`config.mk`:
```
export PLATFORM = sky130hd
export DESIGN_NAME = vga_sync_receiver
export DESIGN_NICKNAME = d
export VERILOG_FILES = /design/src/rtl/vga_timing_pkg.sv /design/src/rtl/sync_edge_detect.sv /design/src/rtl/vga_sync_receiver.sv
export SDC_FILE = /design/constraint.sdc
export NUM_CORES = 1
export LEC_CHECK = 0
export ABC_AREA = 1
export CAP_MARGIN = 20
export CELL_PAD_IN_SITES_DETAIL_PLACEMENT = 0
export CELL_PAD_IN_SITES_GLOBAL_PLACEMENT = 1
export CORE_UTILIZATION = 37
export CTS_CLUSTER_SIZE = 20
export DETAILED_ROUTE_END_ITERATION = 6
export PLACE_DENSITY = 0.72
export SLEW_MARGIN = 20
export SYNTH_ARGS = -nofsm -noshare
export SYNTH_HDL_FRONTEND = slang
export SYNTH_HIERARCHICAL = 1
export SYNTH_SLANG_ARGS = --single-unit
```
`constraint.sdc`:
```
create_clock -name clk -period 1.99 [get_ports clk]
set_clock_uncertainty 0.15 [all_clocks]
set_input_delay 0.4975 -clock clk [delete_from_list [all_inputs] [get_ports clk]]
set_output_delay 0.4975 -clock clk [all_outputs]
set_load 0.005 [all_outputs]
```
`src/rtl/vga_timing_pkg.sv`:
```
// Shared 640x480@60 timing constants and receiver state encoding.
package vga_timing_pkg;

  localparam int H_VISIBLE = 640;
  localparam int H_FP      = 16;
  localparam int H_SYNC    = 96;
  localparam int H_BP      = 48;
  localparam int H_TOTAL   = H_VISIBLE + H_FP + H_SYNC + H_BP;

  localparam int V_VISIBLE = 480;
  localparam int V_FP      = 10;
  localparam int V_SYNC    = 2;
  localparam int V_BP      = 33;
  localparam int V_TOTAL   = V_VISIBLE + V_FP + V_SYNC + V_BP;

  localparam int H_SYNC_START = H_VISIBLE + H_FP;
  localparam int V_SYNC_START = V_VISIBLE + V_FP;

  typedef enum logic [1:0] {
    SEARCH = 2'd0,
    HTRACK = 2'd1,
    VTRACK = 2'd2,
    LOCKED = 2'd3
  } rx_state_e;

  // 10-bit increment that sticks at all-ones
  function automatic logic [9:0] sat_inc10(input logic [9:0] v);
    return (v == 10'h3FF) ? v : v + 10'd1;
  endfunction

endpackage

```
`src/rtl/sync_edge_detect.sv`:
```
// Registers one sync input, normalises it to active-high and flags the
// cycle where the registered sync first becomes active.
module sync_edge_detect #(
  parameter bit ACTIVE_LOW = 1'b1
) (
  input  logic clk_i,
  input  logic rst_ni,
  input  logic sync_i,
  output logic fall_o
);

  logic act_q, act_prev_q;

  // Capture normalised sync and keep one cycle of history for the edge
  always_ff @(posedge clk_i) begin
    if (!rst_ni) begin
      act_q      <= 1'b0;
      act_prev_q <= 1'b0;
    end else begin
      act_q      <= ACTIVE_LOW ? ~sync_i : sync_i;
      act_prev_q <= act_q;
    end
  end

  assign fall_o = act_q & ~act_prev_q;

endmodule

```
`src/rtl/vga_sync_receiver.sv`:
```
// VGA sync receiver: recovers sx/sy/de from raw hsync/vsync, tracks lock
// and counts lock losses. Output position trails the transmitter by 2 clocks.
module vga_sync_receiver
  import vga_timing_pkg::*;
#(
  parameter int H_VISIBLE       = vga_timing_pkg::H_VISIBLE,
  parameter int H_FP            = vga_timing_pkg::H_FP,
  parameter int H_SYNC          = vga_timing_pkg::H_SYNC,
  parameter int H_BP            = vga_timing_pkg::H_BP,
  parameter int V_VISIBLE       = vga_timing_pkg::V_VISIBLE,
  parameter int V_FP            = vga_timing_pkg::V_FP,
  parameter int V_SYNC          = vga_timing_pkg::V_SYNC,
  parameter int V_BP            = vga_timing_pkg::V_BP,
  parameter int SYNC_ACTIVE_LOW = 1,
  parameter int LOCK_LINES      = 4,
  parameter int H_TIMEOUT       = 816
) (
  input  logic       clk,
  input  logic       rst_n,
  input  logic       hsync,
  input  logic       vsync,
  output logic [9:0] sx,
  output logic [9:0] sy,
  output logic       de,
  output logic       locked,
  output logic       frame_start,
  output logic [7:0] err_count
);

  localparam int H_TOT = H_VISIBLE + H_FP + H_SYNC + H_BP;
  localparam int V_TOT = V_VISIBLE + V_FP + V_SYNC + V_BP;

  localparam logic [9:0] H_LAST  = 10'(H_TOT - 1);
  localparam logic [9:0] V_LAST  = 10'(V_TOT - 1);
  localparam logic [9:0] H_LOAD  = 10'(H_VISIBLE + H_FP);
  localparam logic [9:0] V_LOAD  = 10'(V_VISIBLE + V_FP);
  localparam logic [9:0] H_TOT10 = 10'(H_TOT);
  localparam logic [9:0] V_TOT10 = 10'(V_TOT);
  localparam logic [9:0] H_TO10  = 10'(H_TIMEOUT);
  localparam logic [9:0] H_VIS10 = 10'(H_VISIBLE);
  localparam logic [9:0] V_VIS10 = 10'(V_VISIBLE);

  logic hfall, vfall;

  sync_edge_detect #(.ACTIVE_LOW(SYNC_ACTIVE_LOW != 0)) u_hs (
    .clk_i(clk), .rst_ni(rst_n), .sync_i(hsync), .fall_o(hfall)
  );

  sync_edge_detect #(.ACTIVE_LOW(SYNC_ACTIVE_LOW != 0)) u_vs (
    .clk_i(clk), .rst_ni(rst_n), .sync_i(vsync), .fall_o(vfall)
  );

  rx_state_e  state_q;
  logic [9:0] sx_q, sx_d, sy_q, sy_d;
  logic [9:0] per_q, per_d, lines_q, lines_cnt, lines_d;
  logic [7:0] good_q, err_q;
  logic       armed_q, locked_q, de_q, fs_q;
  logic       line_good, bad_line, frame_good, timeout, lose, lock_d;

  // Next position, period/line measurements and lock decision
  always_comb begin
    sx_d = (sx_q == H_LAST) ? 10'd0 : sx_q + 10'd1;
    sy_d = sy_q;
    if (hfall) begin
      // Reload lands sx on the sync start two clocks after the tx edge
      sx_d = H_LOAD;
    end else if (sx_q == H_LAST) begin
      sy_d = (sy_q == V_LAST) ? 10'd0 : sy_q + 10'd1;
    end
    if (vfall) sy_d = V_LOAD;

    line_good = (per_q == H_TOT10);
    bad_line  = hfall & ~line_good;
    per_d     = hfall ? 10'd1 : sat_inc10(per_q);

    // The h-fall of this cycle belongs to the frame the v-fall closes
    lines_cnt  = hfall ? sat_inc10(lines_q) : lines_q;
    frame_good = (lines_cnt == V_TOT10);
    lines_d    = vfall ? 10'd0 : lines_cnt;

    timeout = (per_q >= H_TO10);
    lose    = (state_q == LOCKED) & (bad_line | (vfall & ~frame_good) | timeout);
    lock_d  = ((state_q == VTRACK) & ~bad_line & vfall & armed_q & frame_good) |
              ((state_q == LOCKED) & ~lose);
  end

  // Lock FSM with registered lock flag and saturating loss counter
  always_ff @(posedge clk) begin
    if (!rst_n) begin
      state_q  <= SEARCH;
      good_q   <= 8'd0;
      armed_q  <= 1'b0;
      locked_q <= 1'b0;
      err_q    <= 8'd0;
    end else begin
      locked_q <= lock_d;
      case (state_q)
        SEARCH: if (hfall) begin
          state_q <= HTRACK;
          good_q  <= 8'd0;
        end
        HTRACK: if (hfall) begin
          if (!line_good) begin
            good_q <= 8'd0;
          end else if ((int'(good_q) + 1) >= LOCK_LINES) begin
            state_q <= VTRACK;
            good_q  <= 8'd0;
            armed_q <= 1'b0;
          end else begin
            good_q <= good_q + 8'd1;
          end
        end
        VTRACK: begin
          if (bad_line) begin
            state_q <= HTRACK;
            good_q  <= 8'd0;
          end else if (vfall) begin
            // First v-fall only starts a measurement; a bad frame re-arms
            if (armed_q && frame_good) state_q <= LOCKED;
            armed_q <= 1'b1;
          end
        end
        LOCKED: if (lose) begin
          state_q <= SEARCH;
          if (err_q != 8'hFF) err_q <= err_q + 8'd1;
        end
        default: state_q <= SEARCH;
      endcase
    end
  end

  // Position counters and registered de/frame_start aligned with sx/sy
  always_ff @(posedge clk) begin
    if (!rst_n) begin
      sx_q    <= 10'd0;
      sy_q    <= 10'd0;
      per_q   <= 10'd0;
      lines_q <= 10'd0;
      de_q    <= 1'b0;
      fs_q    <= 1'b0;
    end else begin
      sx_q    <= sx_d;
      sy_q    <= sy_d;
      per_q   <= per_d;
      lines_q <= lines_d;
      de_q    <= lock_d & (sx_d < H_VIS10) & (sy_d < V_VIS10);
      fs_q    <= lock_d & (sx_d == 10'd0) & (sy_d == 10'd0);
    end
  end

  assign sx          = sx_q;
  assign sy          = sy_q;
  assign de          = de_q;
  assign locked      = locked_q;
  assign frame_start = fs_q;
  assign err_count   = err_q;

endmodule

```
# Word level (Yosys, flattened, before mapping)
# Cells that the tools add are included.
# W data, S select, Z words.
# word_totals
regBits	66
# classes
order_cmp	4
eq_ne	21
addsub	7
bitwise_logic	26
n_reduce_logical	12
mux	31
# op_table
op	count
$mux W10	8
$eq A10 B10 Y1 const B	6
$add A10 B1 Y10 const B	4
$mux W8	5
$pmux W8 S3	1
$logic_not A10 Y1	2
$ne A2 B2 Y1 const B	9
$add A8 B1 Y8 const B	2
$mux W2	8
$and A1 B1 Y1	14
$ge A10 B10 Y1 const B	1
$lt A10 B10 Y1 const B	1
$lt A10 B9 Y1 const B	1
$add A8 B1 Y9 const B	1
$ge A9 B3 Y1 const B	1
$not A1 Y1	9
$ne A8 B8 Y1 const B	1
$pmux W2 S4	1
$mux W1	7
$reduce_and A7 Y1	1
$reduce_and A6 Y1	1
$eq A2 B2 Y1 const B	2
$reduce_and A4 Y1	1
$reduce_or A2 Y1	2
10 further kinds	12

# Logic depth before layout (Yosys ltp)
# depth
depth_word	14
mapped_depth	18
depth_no_buf	17

# Hierarchy
# Netlist, hierarchy kept.
# modules_own_cells
module	cells_per_inst	instances	area_per_inst_um2
vga_sync_receiver	502	1	3420.8
sync_edge_detect	8	2	67.6

# Worst setup path after synthesis
# No wires, ideal clock.
# synth_timing
path_kind	register to register
from	reg u_hs.act_q
to	reg err_q[0], in the netlist err_count[0]
setup_ns	0.114
stages_incl_launch_ff	18
path_slack_ns	-0.023
required_ns	1.726
arrival_time_ns	1.749
n_path_buf	2
cell_sequence	dfxtp_1 > inv_1 > nor2_2 > buf_6 > inv_2 > buf_6 > nor3_2 > nand2_1 > nand2_1 > nand4_1 > nor2_2 > nand2_1 > nand2_2 > nand2_4 > nand2_8 > inv_2 > nor2_1 > nor2_1
# synth_via
elab_chain_len	9
elab_cells_between_ends	10
# synth_lines
element	line_no	source
from (decl)	sync_edge_detect.sv:12	logic act_q, act_prev_q;
from (signal assigned)	sync_edge_detect.sv:20	act_q <= ACTIVE_LOW ? ~sync_i : sync_i;
$and A1 B1 Y1 (*)	sync_edge_detect.sv:25	assign fall_o = act_q & ~act_prev_q;
via hfall	vga_sync_receiver.sv:43	logic hfall, vfall;
$mux W10	vga_sync_receiver.sv:77	lines_cnt = hfall ? sat_inc10(lines_q) : lines_q;
$eq A10 B10 Y1	vga_sync_receiver.sv:78	frame_good = (lines_cnt == V_TOT10);
$not A1 Y1	vga_sync_receiver.sv:82	lose = (state_q == LOCKED) & (bad_line | (vfall & ~frame_good) | timeout);
$and A1 B1 Y1	vga_sync_receiver.sv:82	
$or A1 B1 Y1 (*) (2 in series)	vga_sync_receiver.sv:82	
$and A1 B1 Y1 (*)	vga_sync_receiver.sv:82	
$reduce_and A3 Y1 (no line) (*)	n/a	
to (signal assigned)	vga_sync_receiver.sv:125	if (err_q != 8'hFF) err_q <= err_q + 8'd1;
to (decl)	vga_sync_receiver.sv:56	logic [7:0] good_q, err_q;
# Mark *: on every way through the listed nets, which the timed path passes. The rest lies on a longest branch.
# A chain may end at the register's enable or synchronous reset.

# Worst setup path after layout
# layout_timing
from	reg lines_q[0]
to	reg err_q[2], in the netlist err_count[2]
# layout_via
elab_chain_len	10
elab_cells_between_ends	11
# layout_lines
element	line_no	source
from (decl)	vga_sync_receiver.sv:55	logic [9:0] per_q, per_d, lines_q, lines_cnt, lines_d;
from (signal assigned)	vga_sync_receiver.sv:145	lines_q <= lines_d;
$add A10 B1 Y10 or $eq A10 B10 Y1 (tied branches)	vga_timing_pkg.sv:28	return (v == 10'h3FF) ? v : v + 10'd1;
$mux W10	vga_timing_pkg.sv:28	
$mux W10 (*)	vga_sync_receiver.sv:77	
$eq A10 B10 Y1 (*)	vga_sync_receiver.sv:78	
$not A1 Y1 (*)	vga_sync_receiver.sv:82	
$and A1 B1 Y1 (*)	vga_sync_receiver.sv:82	
$or A1 B1 Y1 (*) (2 in series)	vga_sync_receiver.sv:82	
$and A1 B1 Y1 (*)	vga_sync_receiver.sv:82	
$reduce_and A3 Y1 (no line) (*)	n/a	
# Every way passes the cells marked *; elsewhere a longest branch is shown, timed or not.

==> results_dict.tcl <==
set metrics [dict create \
    status "finished, violations left" \
    violations "negative setup slack" \
    via_count 3684 \
    hold_class "flop to flop" \
    grt_max_degree 35 \
    drt_iter0_drc 126 \
    rsz0062_at_grt "true" \
    fp.dieH_um 100 \
    cts_tree "yes" \
    finalCriticalPeriod_ns 2.17 \
    crit_type "flop to flop" \
    grt_pass1_vias 3361 \
    cpMostUsedCell "nand2_4" \
    ir_worst_vdd_v 0.000550 \
    grt_overflow 0 \
    synthCells 518 \
    period_share_pct 109 \
    io_buffers 34 \
    drc 0 \
    firstDrtPassIters 4 \
    slowest_delay_ns 0.34 \
    syn_nets 530 \
    crit_chain "ha_4 -> nand2_4 -> nor2_4 -> nand2_4 -> nand2_4 -> o21ai_0 -> nand2_1 -> nor2_1 -> nand2_1 -> nand2_2 -> nand2_4 -> buf_6 -> nand3_1 -> a21oi_2" \
    root_buffer "clkbuf_8" \
    swShare_pct 29.5 \
    maxSlewViolCount 0 \
    ys_seq_area_share_pct 37.2 \
    worst_setup_path_end_kind "flop" \
    initial_utilization_pct 38.3 \
    ant_nets 0 \
    htreeDepth 3 \
    worstMarginPinSlew_ns 0.413 \
    wire_per_inst_um 11.9 \
    clock_path_buffers 2 \
    wl_mm 9.32 \
    timing.max_cap.violations 0 \
    slew_headroom_pct 72.4 \
    grt.total_usage_pct 19.3 \
    synth-seq-cells 66 \
    start_kind "flop" \
    antenna_found_initial 0 \
    timing_hold_violations_final 0 \
    power_density_nw_per_um2 678 \
    globalplace.congestion 0.829 \
    post-route-util_pct 56.0 \
    critPathMaxFanout 6 \
    die_w_um 100 \
    ios 35 \
    dp_hpwl_mm 6.80 \
    holdBufCountCts 0 \
    clkPwrFrac_pct 36.5 \
    path_buf_inv 1 \
    synth_cell_type_count 36 \
    layout_common_cells "97 x nand2_1, 85 x buf_4, 69 x nor2_1" \
    power_mw 3.53 \
    clk_pin_slew_worst_paths_ns 0.08 \
    avgSynthCellArea_um2 6.86 \
    grt_pass1_wl_mm 15.4 \
    avgViaCountPerCell 4.72 \
    combPwrFrac_pct 22.5 \
    intPower_mw 2.48 \
    netlist_area_um2 3560 \
    clock_sinks 66 \
    yosys.area.top_type "dfxtp_1" \
    power.switching_mw 1.04 \
    arrival_ns 2.24 \
    max_freq_mhz 462 \
    synth_area_leaders "dfxtp_1 37%, nand2_1 11%, nor2_1 8.4%" \
    yosys_warnings 6 \
    die_area_um2 10000 \
    nets 659 \
    num_rows 35 \
    cpMaxStageDelayCell "dfxtp_2" \
    cts_buffers 9 \
    layout_setup_ws_ns -0.176 \
    pwr-share-seq_pct 41.0 \
    coreArea_um2 9280 \
    synth.top_cell.area_share_pct 37.2 \
    layout_commonest_cell "nand2_1" \
    area_growth_pct 46.2 \
    clock_latency_ns 0.35 \
    cp.required_ns 2.06 \
    crit_family "simple AND/OR/NAND/NOR gates" \
    antenna_cells 0 \
    setup_viol 14 \
    drive_gt1_share_pct 31.7 \
    power.leakage_nw 2.40 \
]
per-layer routing:
layer	vias up	track usage, %	part of all wire (%)
li1	1931	-	-
met1	1688	26.4	51
met2	55	30.7	45
met3	10	3.41	2.7
met4	0	6.80	1.3
met5	-	0	0
flip-flops by register name (all words and copies together), names as in the netlist, 2 cells and up:
signal	count
good_q	8
per_q	10
lines_q	10
err_count	8
sx	10
sy	10
state_q	2
layout make-up:
cell class,count,area (um2)
Clock buffer,10,138
Clock inverter,6,90.1
Fill cell,883,4090
Inverter,70,270
Multi-Input combinational cell,376,2120
Sequential cell,66,1350
Tap cell,129,161
Timing Repair Buffer,124,1070
kinds of logic (layout without fill, tap and decap cells):
| logic type | count (synthesis) | in the layout | synth area share (%) |
|---|---|---|---|
| adders and majority gates | 8 | 8 | 2.82 |
| xor gates and xnor gates | 11 | 11 | 2.71 |
| and+or+nand+nor | 292 | 293 | 38.5 |
| DFF | 66 | 66 | 37.2 |
| AOI/OAI and AO/OA | 64 | 64 | 10.3 |
| buffers and inverters | 77 | 210 | 8.59 |
power groups by stage:
stage / sequential (mW) / clock, mW / combinational (mW)
after floorplan: 1.47 / 0 / 0.423
after global placement: 1.47 / 0 / 0.676
after detailed placement: 1.47 / 0 / 0.684
after CTS: 1.44 / 1.32 / 0.711
after global routing: 1.45 / 1.38 / 0.892
final: 1.45 / 1.29 / 0.792
cell usage after synthesis (all sizes together):
library cell  instances
a21oi                31
or2                   6
o21ai                24
buf                   3
a31o                  1
nand4                17
nand3                48
nand2               114
nor3                 13
ha                    8
xor2                  6
xnor2                 5
nor2                 89
clkbuf                4
o22ai                 1
inv                  68
dfxtp                66
nand3b                4
clkinv                2
o21bai                3
nor4                  1
o31ai                 1
a31oi                 3
through the flow:
| step | hold slack (ns) | std cells | instance area, um2 | TNS (ns) | worst slack (ns) |
|---|---|---|---|---|---|
| finish | 0.285 | 781 | 5200 | -1.78 | -0.176 |
| global route | 0.312 | 781 | 5200 | -4.17 | -0.332 |
| CTS | 0.287 | 773 | 4940 | -1.69 | -0.171 |
| detailed placement | 0.276 | 749 | 4600 | -2.48 | -0.263 |
| global placement | 0.271 | 749 | 4600 | -2.29 | -0.221 |
| floorplan | 0.262 | 518 | 3570 | 0 | 0.00434 |
final timing paths:
| kind | depth (start not counted) | slack, ns | from | to |
|---|---|---|---|---|
| max | 14 | -0.18 | lines_q[0] | err_count[2] |
| min | 2 | 0.29 | good_q[4] | good_q[4] |
| max reg2reg | 14 | -0.18 | lines_q[0] | err_count[2] |
| min reg2reg | 2 | 0.29 | good_q[4] | good_q[4] |
tightest hold or removal path, stage by stage, from the launching register on:
cell,delay [ns]
dfxtp_1,0.31
nand2_1,0.05
nor2_1,0.03
repair_timing:
| action | 4_1_cts | 5_1_grt |
|---|---|---|
| setup endpoints to repair | 17 | 45 |
| resized for setup | 14 | 72 |
| buffers inserted | 7 | 9 |
| pin swaps | 14 | 31 |
| gates cloned | 1 | 0 |
(Power assumes the default switching activity.)
